[src/rtl/ctrl_pkg.sv]
`default_nettype none
// +--------------------------------------------------------------------------+
// | ctrl_pkg : shared RAS operation encoding and control-path defaults       |
// | Revision : 1.0                                                           |
// +--------------------------------------------------------------------------+
package ctrl_pkg;

    typedef enum logic [1:0] {
        RAS_NONE = 2'd0,
        RAS_PUSH = 2'd1,
        RAS_POP  = 2'd2,
        RAS_SWAP = 2'd3
    } ras_op_e;

    localparam int unsigned DEF_RESET_VEC = 0;

endpackage
`default_nettype wire

[src/rtl/ctrl_pc_ras_if.sv]
`default_nettype none
// +--------------------------------------------------------------------------+
// | ctrl_pc_ras_if : EX redirect inputs and PC/RAS status outputs            |
// | Revision : 1.0                                                           |
// +--------------------------------------------------------------------------+
interface ctrl_pc_ras_if #(
    parameter int unsigned PROG_CTR_WID = 10,
    parameter int unsigned RAS_DEPTH    = 4
) ();

    logic                             stall;
    logic                             branch_taken_EX;
    logic                             call_EX;
    logic                             ret_EX;
    logic [PROG_CTR_WID-1:0]          nxt_prog_ctr_EX;
    logic [PROG_CTR_WID-1:0]          link_addr_EX;

    logic [PROG_CTR_WID-1:0]          prog_ctr;
    logic [$clog2(RAS_DEPTH+1)-1:0]   ras_count;
    logic                             ras_full;
    logic                             ras_empty;
    logic                             ras_ovf;
    logic                             ras_udf;

    modport master (
        output stall, branch_taken_EX, call_EX, ret_EX, nxt_prog_ctr_EX, link_addr_EX,
        input  prog_ctr, ras_count, ras_full, ras_empty, ras_ovf, ras_udf
    );

    modport slave (
        input  stall, branch_taken_EX, call_EX, ret_EX, nxt_prog_ctr_EX, link_addr_EX,
        output prog_ctr, ras_count, ras_full, ras_empty, ras_ovf, ras_udf
    );

endinterface
`default_nettype wire

[src/rtl/ctrl_ras_stack.sv]
`default_nettype none
// +--------------------------------------------------------------------------+
// | ctrl_ras_stack : circular return-address stack with top pointer/count    |
// | Revision : 1.0                                                           |
// +--------------------------------------------------------------------------+
module ctrl_ras_stack
    import ctrl_pkg::*;
#(
    parameter int unsigned WIDTH = 10,
    parameter int unsigned DEPTH = 4
) (
    input  wire logic                         clk,
    input  wire logic                         reset,
    input  ras_op_e                           op_i,
    input  wire logic [WIDTH-1:0]             push_data_i,
    output logic      [WIDTH-1:0]             top_o,
    output logic      [$clog2(DEPTH+1)-1:0]   count_o,
    output logic                              full_o,
    output logic                              empty_o,
    output logic                              ovf_o,
    output logic                              udf_o
);

    localparam int unsigned PTR_W = $clog2(DEPTH);
    localparam int unsigned CNT_W = $clog2(DEPTH+1);

    logic [WIDTH-1:0] mem_q [DEPTH];
    logic [PTR_W-1:0] ptr_q, ptr_d;
    logic [CNT_W-1:0] count_q, count_d;
    logic             wr_en;
    logic [PTR_W-1:0] wr_addr;

    assign full_o  = (count_q == CNT_W'(DEPTH));
    assign empty_o = (count_q == '0);
    assign count_o = count_q;
    assign top_o   = mem_q[ptr_q];

    // A push while full simply advances the pointer, overwriting the oldest slot.
    always_comb begin
        ptr_d   = ptr_q;
        count_d = count_q;
        wr_en   = 1'b0;
        wr_addr = ptr_q + 1'b1;
        ovf_o   = 1'b0;
        udf_o   = 1'b0;
        case (op_i)
            RAS_PUSH: begin
                wr_en = 1'b1;
                ptr_d = ptr_q + 1'b1;
                if (full_o) begin
                    ovf_o = 1'b1;
                end else begin
                    count_d = count_q + 1'b1;
                end
            end
            RAS_POP: begin
                if (empty_o) begin
                    udf_o = 1'b1;
                end else begin
                    ptr_d   = ptr_q - 1'b1;
                    count_d = count_q - 1'b1;
                end
            end
            RAS_SWAP: begin
                wr_en = 1'b1;
                if (empty_o) begin
                    udf_o   = 1'b1;
                    ptr_d   = ptr_q + 1'b1;
                    count_d = CNT_W'(1);
                end else begin
                    wr_addr = ptr_q;
                end
            end
            default: begin
            end
        endcase
    end

    always_ff @(posedge clk) begin
        if (reset) begin
            ptr_q   <= '0;
            count_q <= '0;
        end else begin
            ptr_q   <= ptr_d;
            count_q <= count_d;
        end
    end

    always_ff @(posedge clk) begin
        if (!reset && wr_en) begin
            mem_q[wr_addr] <= push_data_i;
        end
    end

endmodule
`default_nettype wire

[src/rtl/ctrl_pc_ras.sv]
`default_nettype none
// +--------------------------------------------------------------------------+
// | ctrl_pc_ras : fetch PC register with EX redirect priority and RAS        |
// | Revision : 1.0                                                           |
// +--------------------------------------------------------------------------+
module ctrl_pc_ras
    import ctrl_pkg::*;
#(
    parameter int unsigned PROG_CTR_WID = 10,
    parameter int unsigned RAS_DEPTH    = 4,
    parameter int unsigned RESET_VEC    = DEF_RESET_VEC
) (
    input  wire logic       clk,
    input  wire logic       reset,
    ctrl_pc_ras_if.slave    bus
);

    localparam int unsigned              CNT_W      = $clog2(RAS_DEPTH+1);
    localparam logic [PROG_CTR_WID-1:0]  C_RESET_PC = PROG_CTR_WID'(RESET_VEC);

    logic [PROG_CTR_WID-1:0] pc_q, pc_d;
    logic                    ovf_q, udf_q;
    ras_op_e                 ras_op;
    logic [PROG_CTR_WID-1:0] ras_top;
    logic [CNT_W-1:0]        ras_count;
    logic                    ras_full, ras_empty;
    logic                    ras_ovf_pulse, ras_udf_pulse;

    ctrl_ras_stack #(
        .WIDTH (PROG_CTR_WID),
        .DEPTH (RAS_DEPTH)
    ) u_ras (
        .clk         (clk),
        .reset       (reset),
        .op_i        (ras_op),
        .push_data_i (bus.link_addr_EX),
        .top_o       (ras_top),
        .count_o     (ras_count),
        .full_o      (ras_full),
        .empty_o     (ras_empty),
        .ovf_o       (ras_ovf_pulse),
        .udf_o       (ras_udf_pulse)
    );

    // ret outranks call; both together is a tail call that swaps the top entry.
    always_comb begin
        ras_op = RAS_NONE;
        pc_d   = pc_q;
        if (bus.ret_EX) begin
            ras_op = bus.call_EX ? RAS_SWAP : RAS_POP;
            pc_d   = ras_empty ? bus.nxt_prog_ctr_EX : ras_top;
        end else if (bus.call_EX) begin
            ras_op = RAS_PUSH;
            pc_d   = bus.nxt_prog_ctr_EX;
        end else if (bus.branch_taken_EX) begin
            pc_d   = bus.nxt_prog_ctr_EX;
        end else if (!bus.stall) begin
            pc_d   = pc_q + 1'b1;
        end
    end

    always_ff @(posedge clk) begin
        if (reset) begin
            pc_q  <= C_RESET_PC;
            ovf_q <= 1'b0;
            udf_q <= 1'b0;
        end else begin
            pc_q  <= pc_d;
            ovf_q <= ovf_q | ras_ovf_pulse;
            udf_q <= udf_q | ras_udf_pulse;
        end
    end

    assign bus.prog_ctr  = pc_q;
    assign bus.ras_count = ras_count;
    assign bus.ras_full  = ras_full;
    assign bus.ras_empty = ras_empty;
    assign bus.ras_ovf   = ovf_q;
    assign bus.ras_udf   = udf_q;

endmodule
`default_nettype wire

[src/flat_wrapper.sv]
// flat-port wrapper written by rule: the top's interface ports become plain ports
module ctrl_pc_ras_flat import ctrl_pkg::*;
#(
    parameter int unsigned PROG_CTR_WID = 10,
    parameter int unsigned RAS_DEPTH    = 4,
    parameter int unsigned RESET_VEC    = DEF_RESET_VEC
)
  (clk, reset, bus_stall, bus_branch_taken_EX, bus_call_EX, bus_ret_EX, bus_nxt_prog_ctr_EX, bus_link_addr_EX, bus_prog_ctr, bus_ras_count, bus_ras_full, bus_ras_empty, bus_ras_ovf, bus_ras_udf);
  ctrl_pc_ras_if #(.PROG_CTR_WID(PROG_CTR_WID), .RAS_DEPTH(RAS_DEPTH)) bus_i ();
  input  wire logic clk;
  input  wire logic reset;
  input wire logic [$bits(bus_i.stall)-1:0] bus_stall;
  input wire logic [$bits(bus_i.branch_taken_EX)-1:0] bus_branch_taken_EX;
  input wire logic [$bits(bus_i.call_EX)-1:0] bus_call_EX;
  input wire logic [$bits(bus_i.ret_EX)-1:0] bus_ret_EX;
  input wire logic [$bits(bus_i.nxt_prog_ctr_EX)-1:0] bus_nxt_prog_ctr_EX;
  input wire logic [$bits(bus_i.link_addr_EX)-1:0] bus_link_addr_EX;
  output wire logic [$bits(bus_i.prog_ctr)-1:0] bus_prog_ctr;
  output wire logic [$bits(bus_i.ras_count)-1:0] bus_ras_count;
  output wire logic [$bits(bus_i.ras_full)-1:0] bus_ras_full;
  output wire logic [$bits(bus_i.ras_empty)-1:0] bus_ras_empty;
  output wire logic [$bits(bus_i.ras_ovf)-1:0] bus_ras_ovf;
  output wire logic [$bits(bus_i.ras_udf)-1:0] bus_ras_udf;
  assign bus_i.stall = bus_stall;
  assign bus_i.branch_taken_EX = bus_branch_taken_EX;
  assign bus_i.call_EX = bus_call_EX;
  assign bus_i.ret_EX = bus_ret_EX;
  assign bus_i.nxt_prog_ctr_EX = bus_nxt_prog_ctr_EX;
  assign bus_i.link_addr_EX = bus_link_addr_EX;
  assign bus_prog_ctr = bus_i.prog_ctr;
  assign bus_ras_count = bus_i.ras_count;
  assign bus_ras_full = bus_i.ras_full;
  assign bus_ras_empty = bus_i.ras_empty;
  assign bus_ras_ovf = bus_i.ras_ovf;
  assign bus_ras_udf = bus_i.ras_udf;
  ctrl_pc_ras #(.PROG_CTR_WID(PROG_CTR_WID), .RAS_DEPTH(RAS_DEPTH), .RESET_VEC(RESET_VEC)) u_core (.clk(clk), .reset(reset), .bus(bus_i));
endmodule
[config.mk]
export PLATFORM = sky130hd
export DESIGN_NAME = ctrl_pc_ras_flat
export DESIGN_NICKNAME = d
export VERILOG_FILES = /design/src/rtl/ctrl_pkg.sv /design/src/rtl/ctrl_pc_ras_if.sv /design/src/rtl/ctrl_ras_stack.sv /design/src/rtl/ctrl_pc_ras.sv /design/src/flat_wrapper.sv
export SDC_FILE = /design/constraint.sdc
export NUM_CORES = 1
export LEC_CHECK = 0
export CAP_MARGIN = 20
export CORE_ASPECT_RATIO = 1.75
export CORE_MARGIN = 8
export CORE_UTILIZATION = 50
export DETAILED_ROUTE_END_ITERATION = 16
export DONT_BUFFER_PORTS = 1
export PLACE_DENSITY = 0.68
export SYNTH_ARGS = -nofsm -noshare
export SYNTH_HDL_FRONTEND = slang
export SYNTH_SLANG_ARGS = --single-unit
[constraint.sdc]
create_clock -name clk -period 2.6 [get_ports clk]
set_clock_uncertainty 0.1 [all_clocks]
set_input_delay 0.13 -clock clk [delete_from_list [all_inputs] [get_ports clk]]
set_output_delay 0.13 -clock clk [all_outputs]
set_load 0.03 [all_outputs]
---- Yosys cells after proc, flatten, opt, wreduce, memory -nomap -nowiden ----
Memory sizes are Yosys's and may differ from the RTL's. A register that Yosys moved wholly into a read port is not among the register bits.
Index checks and enable logic that the tools add are counted.
operators by class
  add/sub/neg operators ................... 5
  eq/ne operators ......................... 8
  mux-type cells .......................... 25
  bitwise operators ....................... 2
  reductions and logical operators ........ 8
operator list
  operator                                                            count
  10-bit 2-to-1 mux                                                   5
  2-bit 2-to-1 mux                                                    6
  10-bit by 1-bit adder with 10-bit output, second input constant     1
  1-bit 2-to-1 mux                                                    9
  3-bit 2-to-1 mux                                                    3
  3-bit one-hot mux with 3 select lines                               1
  2-bit one-hot mux with 3 select lines                               1
  2-bit == test, second input constant                                2
  2-bit != test, second input constant                                2
  4-bit by 1-bit != test with 1-bit output, second input constant     1
  4-bit AND reduction                                                 1
  2-bit OR reduction                                                  2
  3-bit by 1-bit adder with 3-bit output, second input constant       1
  3-bit == test, second input constant                                1
  3-bit zero test                                                     1
  3-bit nonzero test                                                  1
  3-bit by 1-bit subtractor with 3-bit output, second input constant  1
  2-bit by 1-bit adder with 2-bit output, second input constant       1
  2-bit by 1-bit == test with 1-bit output, second input constant     1
  2-bit by 1-bit != test with 1-bit output, second input constant     1
  1-bit bitwise OR                                                    2
  2-bit AND reduction                                                 1
  2-bit by 1-bit subtractor with 2-bit output, second input constant  1
  1-bit logical AND                                                   1
  1-bit zero test                                                     1
word-level totals
  register bits after elaboration ......... 17
  RAM bits ................................ 40
  input bits .............................. 26
  output and inout port bits .............. 17
  logic and storage cells ................. 54
  memories ................................ 1
memories
  name                depth  width  rd ports  clocked after Yosys merged registers in  wr ports  RTL line              text
  u_core.u_ras.mem_q  4      10     1         1                                        1         ctrl_ras_stack.sv:27  logic [WIDTH-1:0] mem_q [DEPTH];

---- Logic depth before layout (Yosys ltp) ----
  depth in word-level cells ............... 8
  depth in mapped cells ................... 6
  mapped depth without buffers ............ 5

---- Modules after synthesis ----
A second synthesis with hierarchy kept.
unflattened totals
  cells, all modules ...................... 220
  area, all modules ....................... 2820.2 µm²
by module, submodules not included
  module          times used  cells each  area an instance (µm²)  seq. area each (µm²)
  ctrl_ras_stack  1           112         1928.1                  1341.3
  ctrl_pc_ras     1           108         892.1                   240.2

---- Worst setup path after synthesis ----
No wires, ideal clock.
  kind .................................... register to register
  start ................................... register u_core.u_ras.count_q[2], in the netlist u_core.u_ras.count_o[2]
  end ..................................... memory u_core.u_ras.mem_q[1][0] (enable)
  library setup time ...................... 0.392 ns
  arrival ................................. 2.159 ns
  data required time ...................... 2.108 ns
  slack ................................... -0.051 ns
  cell stages (with the launch flop) ...... 6
  buffers on the path ..................... 2
  clock period less this slack ............ 2.651 ns
  path through ............................ dfxtp_1 > buf_2 > o31ai_1 > buf_2 > xor2_1 > nor3b_1
between the ends
  word-level cells in the longest chain between the ends .. 3
ends and longest elaborated chain
  what                    RTL line              text
  from (decl)             ctrl_ras_stack.sv:29  logic [CNT_W-1:0] count_q, count_d;
  from (signal assigned)  ctrl_ras_stack.sv:85  count_q <= count_d;
  3-bit zero test         ctrl_ras_stack.sv:34  assign empty_o = (count_q == '0);
  2-bit 2-to-1 mux        --
  2-bit 2-to-1 mux        ctrl_ras_stack.sv:46  case (op_i)
  to (decl)               ctrl_ras_stack.sv:27
Every way passes these cells.

---- Worst setup path after layout ----
  start ................................... register u_core.u_ras.count_q[2], in the netlist u_core.u_ras.count_o[2]
  end ..................................... register u_core.pc_q[0], in the netlist u_core.bus.prog_ctr[0]
between the ends
  word-level cells in the longest chain between the ends .. 3
ends and longest elaborated chain
  what                  RTL line              text
  3-bit zero test       ctrl_ras_stack.sv:34
  net bus_ras_empty     flat_wrapper.sv:21    output wire logic [$bits(bus_i.ras_empty)-1:0] bus_ras_empty;
  10-bit 2-to-1 mux     ctrl_pc_ras.sv:51     pc_d = ras_empty ? bus.nxt_prog_ctr_EX : ras_top;
  10-bit 2-to-1 mux     ctrl_pc_ras.sv:49     if (bus.ret_EX) begin
  to (signal assigned)  ctrl_pc_ras.sv:68     pc_q <= pc_d;
  to (decl)             ctrl_pc_ras.sv:21     logic [PROG_CTR_WID-1:0] pc_q, pc_d;
The timed path passes the listed nets, and every way through them passes these cells.
A chain may end at the register's enable or synchronous reset.

==> flow_summary.json <==
{
  "status": "finished clean",
  "yosys-top-cells-count": "edfxtp_1 (40), dfxtp_1 (19), nor2_1 (19), mux4_2 (10), a21oi_1 (9)",
  "synth_compound_area_share_pct": 11.3,
  "gp_congestion": 0.795,
  "diodes": 0,
  "cp-end-kind": "flop",
  "routed_wl_um": 6130,
  "num_rows": 36,
  "synth_xor_area_share_pct": 2.85,
  "timing_hold_violations_final": 0,
  "seqCellArea_mm2": 0.00158,
  "synthAdderAreaFrac_pct": 1.17,
  "drive_gt1_share_pct": 18.0,
  "endpoint": "u_core.bus.prog_ctr[0]",
  "r2r_cells": 6,
  "synth-simple-area-share_pct": 12.6,
  "rsz0062_at_grt": "false",
  "drv_slew": 0,
  "root_buffer": "clkbuf_8",
  "cts_buffer_depth": 2,
  "grt.total_usage_pct": 15.7,
  "synthCells": 212,
  "synth_edf_count": 40,
  "post-route-util_pct": 60.8,
  "synthFlopType": "edfxtp_1",
  "grt_pass1_wl_um": 9800,
  "synth_top_area_share_pct": 43.4,
  "drt_iter0_markers": 147,
  "layout_min_cycle_time_ns": 2.37,
  "synth_area_leaders": "edfxtp_1 (43%), dfxtp_1 (14%), mux4_2 (8.1%), nor2_1 (2.6%), mux2i_1 (2.5%)",
  "hold_slack_ns": 0.0208,
  "grt-ovfl-total": 0,
  "drtPass1Iterations": 4,
  "yosys.area.top_type": "edfxtp_1",
  "dr_total_vias": 1865,
  "crit_slowest_cell": "dlygate4sd3_1",
  "hold_buffers": 22,
  "setup_viol": 0,
  "grt_max_degree": 20,
  "startpoint": "u_core.u_ras.count_o[2]",
  "critPathKind": "flop to flop",
  "dieArea_mm2": 0.00827,
  "synth_cell_types": 51,
  "fill_cells": 434,
  "leakage_nw": 1.16,
  "r2r-end": "u_core.bus.prog_ctr[0]",
  "cts.htree.levels": 3,
  "timing.rr.start": "u_core.u_ras.count_o[2]",
  "grt_pass1_vias": 1931,
  "ant_nets": 0,
  "cts_setup_buffers": 0,
  "setup_tns_ns": 0,
  "synth_top_family_by_area": "simple AND/OR/NAND/NOR gates",
  "port_buffers": 0,
  "muxShareOfSynthArea_pct": 11.1,
  "ys_async_sr_fraction_pct": 0,
  "startpoint_type": "flop",
  "worstPathMaxFanout": 7,
  "maxSlewHeadroom_pct": 47.3,
  "cpMostUsedCell": "buf_4",
  "fin_nets": 278,
  "area_growth_syn_to_layout_pct": 19.6,
  "crit_arrival_ns": 2.49,
  "syn_area_mm2": 0.00277,
  "initial_core_util_pct": 50.8,
  "synth_seq_area_share_pct": 57.1,
  "clk_latency_ns": 0.32,
  "die_y_um": 114,
  "die_w_um": 72.3,
  "ys_warn_count": 0,
  "r2r_slack_ns": 0.23,
  "cts_tree": "done",
  "coreArea_mm2": 0.00545,
  "synthMostInstantiatedCell": "edfxtp_1",
  "wl_per_cell_um": 18.5,
  "powerDensity_mw_per_mm2": 746,
  "cts_resized": 0,
  "fmax_mhz": 421,
  "avgSynthCellArea_um2": 13.1,
  "finalCritPeriodShare_pct": 91.3,
  "drt-vias-per-instance": 5.63,
  "syn-num-nets": 240,
  "cts_buffers": 9,
  "hp-class": "input port to flop",
  "antenna_found_initial": 0,
  "peakVddDrop_mv": 0.399,
  "synth_seq_cells": 59,
  "max-cap-violations": 0,
  "tightestPinTransition_ns": 0.787,
  "clk_pin_slew_ns": 0.06,
  "cts.sinks": 59,
  "drcViolationCount": 0,
  "multiInputGateArea_mm2": 0.00109,
  "slowest_delay_ns": 0.58,
  "path_cells": "buf_4, nor3_2, buf_4, mux2i_1, a211oi_1, dlygate4sd3_1",
  "hpwl_um": 4160,
  "num_io_pins": 43,
  "worstPathRequired_ns": 2.71
}
-- stage by stage --
stage	worst slack (ns)	instances	total power, mW	area (um2)
after global routing	0.154	331	2.59	3310
after CTS	0.230	331	2.50	3310
after floorplan	0.257	212	1.57	2770
final	0.226	331	2.47	3310
after detailed placement	0.567	293	1.69	2910
after global placement	0.634	293	1.68	2910
-- worst min-delay path by stage --
stage / startpoint / to / slack, ns / cells after the start
final: bus_nxt_prog_ctr_EX[4] / u_core.bus.prog_ctr[4] / 0.02 / 3
after global routing: bus_stall / u_core.bus.prog_ctr[6] / 0.04 / 3
after CTS: bus_nxt_prog_ctr_EX[4] / u_core.bus.prog_ctr[4] / 0.003 / 3
after detailed placement: reset / u_core.bus.prog_ctr[8] / 0.11 / 1
after global placement: reset / u_core.bus.prog_ctr[8] / 0.10 / 1
after floorplan: bus_link_addr_EX[0] / u_core.u_ras.mem_q[0][0] / 0.13 / 0
-- routing by layer --
| layer | part of all wire, % | vias to the layer above | wire length (um) | global-route usage (%) |
|---|---|---|---|---|
| met3 | 6.7 | 10 | 411 | 4.82 |
| met4 | 2.3 | 0 | 141 | 9.47 |
| met5 | 0 | - | 0 | 0 |
| met2 | 54 | 61 | 3320 | 27.9 |
| li1 | - | 897 | - | - |
| met1 | 37 | 897 | 2260 | 15.2 |
-- cells in the final DEF (no fill, tap or decap), drive strengths merged, types with 2 or more instances in the layout --
master       netlist  final
a211oi             4      4
xor2               8      8
buf                9     18
nand2              8      8
o22ai              2      2
nor3               9      9
edfxtp            40     40
o221ai             2      2
clkinv             0      2
o21ai              5      5
nand3b             2      2
nand4b             2      2
or2                2      2
mux4              10     10
or3                4      4
o31ai              2      2
dfxtp             19     19
nand3              6      6
a21oi              9      9
clkbuf             4     13
mux2i              7      7
nor2              19     19
o31a               2      2
nor3b              2      2
dlygate4sd3        0     22
a31oi              2      2
inv                3      3
a311oi             2      2
nor2b              4      4
o21a               5      5
nand2b             2      2
a221oi             2      2
-- critical path: cells and delay by family (launching register included) --
family          cells  cell delay [ns]
buf+inv             3             1.09
simple gates        1             0.48
flops               1             0.31
mux                 1             0.20
compound gates      1             0.08
-- kinds of logic (layout without fill, tap and decap cells) --
family / after synthesis / in the layout
adders and majority gates: 2 / 2
AOI/OAI and AO/OA: 44 / 44
muxes: 18 / 18
buffers and inverters: 16 / 59
DFF: 59 / 59
xor gates and xnor gates: 9 / 9
and+or+nand+nor: 64 / 64
-- state kept, by name, indices dropped and copies added, names as in the netlist, named ones only --
signal and flops:
u_core.bus.prog_ctr 10, u_core.bus.ras_ovf 1, u_core.bus.ras_udf 1, u_core.u_ras.count_o 3
u_core.u_ras.mem_q 40, u_core.u_ras.ptr_q 2
-- power breakdown --
| part | internal [mW] | switching [mW] |
|---|---|---|
| Sequential | 1.09 | 0.0709 |
| Clock | 0.441 | 0.322 |
| Combinational | 0.252 | 0.295 |
| Total | 1.78 | 0.688 |
-- layout make-up --
class | instances | share of cell area (%)
multi-input cells | 137 | 32.9
clock inverters | 3 | 1.21
repair buffers | 40 | 10.7
flip-flops and latches | 59 | 47.8
well taps | 76 | 2.87
inverters | 3 | 0.340
clock buffers | 13 | 4.19
Power figures use the tool's default switching activity.
